## config.mk

```make
export PLATFORM = sky130hd
export DESIGN_NAME = alu_seq_decode
export DESIGN_NICKNAME = d
export VERILOG_FILES = /design/src/rtl/alu_seq_pkg.sv /design/src/rtl/alu_seq_decode.sv
export SDC_FILE = /design/constraint.sdc
export NUM_CORES = 1
export LEC_CHECK = 0
export CORE_AREA = 2 2 39 41
export DETAILED_ROUTE_END_ITERATION = 10
export DIE_AREA = 0 0 41 43
export PLACE_DENSITY_LB_ADDON = 0.08
export SLEW_MARGIN = 25
export SYNTH_ARGS = -nofsm -noshare
export SYNTH_HDL_FRONTEND = slang
export SYNTH_SLANG_ARGS = --single-unit
```

## constraint.sdc

```tcl
create_clock -name vclk -period 1.2
set_input_delay 0.18 -clock vclk [all_inputs]
set_output_delay 0.18 -clock vclk [all_outputs]
set_load 0.005 [all_outputs]
```

## src/rtl/alu_seq_pkg.sv

```systemverilog
// Shared types and constants for the ALU sequencer.
// Optional instruction counter is enabled with ALU_SEQ_COUNT_EN.
package alu_seq_pkg;

  localparam int DATA_W  = 4;
  localparam int INSTR_W = 8;

  typedef enum logic [3:0] {
    OP_NOP  = 4'h0,
    OP_LIT  = 4'h1,
    OP_ADD  = 4'h2,
    OP_SUB  = 4'h3,
    OP_NAND = 4'h4,
    OP_CMP  = 4'h5,
    OP_OUT  = 4'h6,
    OP_SKZ  = 4'h7,
    OP_SKC  = 4'h8
  } opcode_e;

  typedef enum logic [2:0] {
    ALU_A    = 3'b000,
    ALU_SUB  = 3'b001,
    ALU_B    = 3'b010,
    ALU_ADD  = 3'b011,
    ALU_NAND = 3'b100
  } alu_sel_e;

  typedef enum logic [1:0] {
    S_IDLE = 2'd0,
    S_EXEC = 2'd1,
    S_OUTW = 2'd2
  } state_e;

  typedef struct packed {
    logic       en_bus_in;
    logic       en_accu;
    logic [2:0] alu_sel;
    logic       writes_flags;
    logic       c_valid;
    logic       is_out;
    logic       is_skip;
    logic       illegal;
  } dec_t;

  function automatic logic [3:0] op_of(input logic [INSTR_W-1:0] w);
    return w[7:4];
  endfunction

endpackage

```

## src/rtl/alu_seq_decode.sv

```systemverilog
// Opcode decoder: maps a 4-bit opcode onto datapath controls.
// Optional instruction counter (ALU_SEQ_COUNT_EN) is handled in the top.
module alu_seq_decode
  import alu_seq_pkg::*;
(
  input  logic [3:0] op,
  output dec_t       dec
);

  always_comb begin
    dec         = '0;
    dec.alu_sel = ALU_A;
    unique case (1'b1)
      (op == OP_NOP): ;
      (op == OP_LIT): begin
        dec.en_bus_in    = 1'b1;
        dec.en_accu      = 1'b1;
        dec.alu_sel      = ALU_B;
        dec.writes_flags = 1'b1;
      end
      (op == OP_ADD): begin
        dec.en_bus_in    = 1'b1;
        dec.en_accu      = 1'b1;
        dec.alu_sel      = ALU_ADD;
        dec.writes_flags = 1'b1;
        dec.c_valid      = 1'b1;
      end
      (op == OP_SUB): begin
        dec.en_bus_in    = 1'b1;
        dec.en_accu      = 1'b1;
        dec.alu_sel      = ALU_SUB;
        dec.writes_flags = 1'b1;
        dec.c_valid      = 1'b1;
      end
      (op == OP_NAND): begin
        dec.en_bus_in    = 1'b1;
        dec.en_accu      = 1'b1;
        dec.alu_sel      = ALU_NAND;
        dec.writes_flags = 1'b1;
      end
      (op == OP_CMP): begin
        dec.en_bus_in    = 1'b1;
        dec.alu_sel      = ALU_SUB;
        dec.writes_flags = 1'b1;
        dec.c_valid      = 1'b1;
      end
      (op == OP_OUT): dec.is_out = 1'b1;
      (op == OP_SKZ),
      (op == OP_SKC): dec.is_skip = 1'b1;
      default: dec.illegal = 1'b1;
    endcase
  end

endmodule

```

==> metrics.md <==
| Metric | Value |
|---|---|
| Outcome | completed |
| Initial core utilization | between 10% and 20% |
| Final Hold Viols | 0 |
| WS Path Type | primary input to output pin |
| Leak | about 0.19 nW |
| Vias per std cell | approximately 4.2 |
| Share of cells above drive strength 1 | roughly 69% |
| Worst hold start | op[3] |
| Max Clk Rate | 864.3 MHz |
| Arrival time at the worst endpoint | around 0.98 ns |
| Die area | roughly 0.0018 mm2 |
| CP Max Fanout | 3 |
| GP Congestion | about 0.59 |
| Syn_area_per_cell | 8.317 um2 |
| Hold EP | dec[4] |
| Worst VDD drop | about 0.000084 V |
| FILL cells | 175 |
| Period utilisation layout | 96.42% |
| Diodes inserted | 0 |
| Standard-cell rows | 14 |
| Max-Cap Viols | 0 |
| Dpl cell area | ~340 um2 |
| Post-Route WL | between 500 and 600 um |
| GRT Util Overall | 7.300% |
| Pwr Density | 322.6 mW/mm2 |
| Final nets | 48 |
| Worst Setup End Kind | output pin |
| Post-synth top area share | 12.39% |
| P_sw | roughly 0.000048 W |
| Fin area | about 360 um2 |
| Clk pwr share | 0% |
| Final setup vio count | 0 |
| GRT overflow | 0 |
| Synth area leaders | a22o_1, a211oi_1, nor2b_4, nor2b_1, nor3b_2 |
| Post-Syn Instances | 17 |
| Crit start category | primary input |
| Die extent in y | ~43 um |
| Largest net degree at the start of global routing | 9 |
| Max_slew headroom | approximately 85% |
| Num sequential | 0 |
| Netlist cell types | 13 |
| Hold crit path type | primary input to output pin |
| DR iter-0 viols | 1 |
| Combinational fraction of design power | between 90% and 100% |
| Cell taking the most area after synthesis | a22o_1 |
| Yosys Warn Count | 0 |
| Seq pwr share | 0% |
| Fin. max-slew vios | 0 |
| Critical Path RT | 1.02 ns |
| First-pass GRT wire length | 979 um |
| Worst Tran Pin Value | around 0.22 ns |
| Routed Antenna Nets | 0 |
| Switch share | around 41% |
| DR WL/cell | between 10 and 15 um |
| DIE WIDTH | a little over 40 um |
| Drt first pass iters | 2 |
| Vias in the first global route | ~250 |
| CTS Hold Bufs | 0 |
| Sequential-to-total area share from yosys stat | 0% |
| I/O Buffers | 14 |
| Num ports | 14 |
| Core Area | between 0.001 and 0.0015 mm2 |
| FF/Latch Area | 0 um2 |
| Cell internal pwr | approximately 0.00007 W |
| Number of clock buffers in the layout | 0 |
| Most frequent cells after synthesis | a211oi_1, a22o_1, nor2b_1, nor3_1 |
| DR DRC count | 0 |
| Min cycle time layout | 1.157 ns |
| Cell count of the worst hold path | 3 |
| Antenna violations before repair | 0 |
| Synthesized area | between 100 and 150 um2 |
| Unrepaired setup endpoints after global routing | no |
| Syn Nets | 21 |
| Area Growth Syn to Fin | 155.8% |
| Power Total | between 0.0001 and 0.00015 W |
| Via count | between 200 and 250 |
[metrics by stage]
| stage | setup TNS, ns | hold WS (ns) | instances | utilization, % | setup WS (ns) |
|---|---|---|---|---|---|
| 2_1_floorplan | 0 | 0.3845 | 17 | - | 0.3896 |
| 3_3_place_gp | -6.119 | 1.533 | 52 | 24.23 | -0.6678 |
| 3_5_place_dp | -6.317 | 1.533 | 52 | 24.23 | -0.6923 |
| 4_1_cts | -0.01920 | 0.7400 | 58 | 25.77 | -0.01069 |
| 5_1_grt | 0 | 0.7186 | 58 | 26.13 | 0.003293 |
| 6_report | 0 | 0.6890 | 58 | 26.13 | 0.04297 |
[worst max-delay path: stages]
cell and delay, ns:
buf_4 0.13, buf_6 0.12, buf_4 0.13, xnor2_1 0.11, nor3_1 0.17, buf_2 0.14
[logic make-up (layout without fill, tap and decap cells)]
logic type | after synthesis | count (layout) | synth area share [%]
simple gates | 9 | 9 | 50.44
xor+xnor | 1 | 1 | 6.196
buf+inv | 1 | 26 | 7.964
compound gates | 6 | 6 | 35.40
[power groups by stage]
stage | logic [W] | registers (W) | clock network (W)
finish | 0.000117 | 0 | 0
global route | 0.000128 | 0 | 0
detailed placement | 0.000113 | 0 | 0
floorplan | 0.0000385 | 0 | 0
global placement | 0.000113 | 0 | 0
CTS | 0.000114 | 0 | 0
[cell type report]
type	instances	area (um2)	area share, %
tap	16	20.02	5.536
multi-input combinational	16	153.9	42.56
timing repair buffer	26	187.7	51.90
[cells in the final DEF (no fill, tap or decap), types with 2 or more instances in the layout]
cell and n:
buf_6 2, a22o_1 2, dlygate4sd2_1 2, nor2b_4 2
clkbuf_2 3, buf_2 5, buf_4 12
[worst max path at each step]
stage / startpoint / endpoint / slack (ns)
finish: op[1] / dec[6] / 0.04
global placement: op[2] / dec[1] / -0.67
global route: op[1] / dec[3] / 0.003
detailed placement: op[2] / dec[1] / -0.69
floorplan: op[1] / dec[8] / 0.39
CTS: op[0] / dec[9] / -0.01
[timing repair]
item                                    in CTS  in global routing
endpoints found under the setup margin      10                  5
cloned                                       0                  0
resized for setup                           46                 10
setup buffers                                6                  0
pin swaps                                    5                  0
hold endpoints to repair                     0                  0
[routing by layer]
metal	track usage, %	wire length [um]
met5	0	0
met4	0	0
met3	1.047	79
met2	14.06	288
met1	8.254	224
Note: power is estimated with default switching activity, not from simulation.
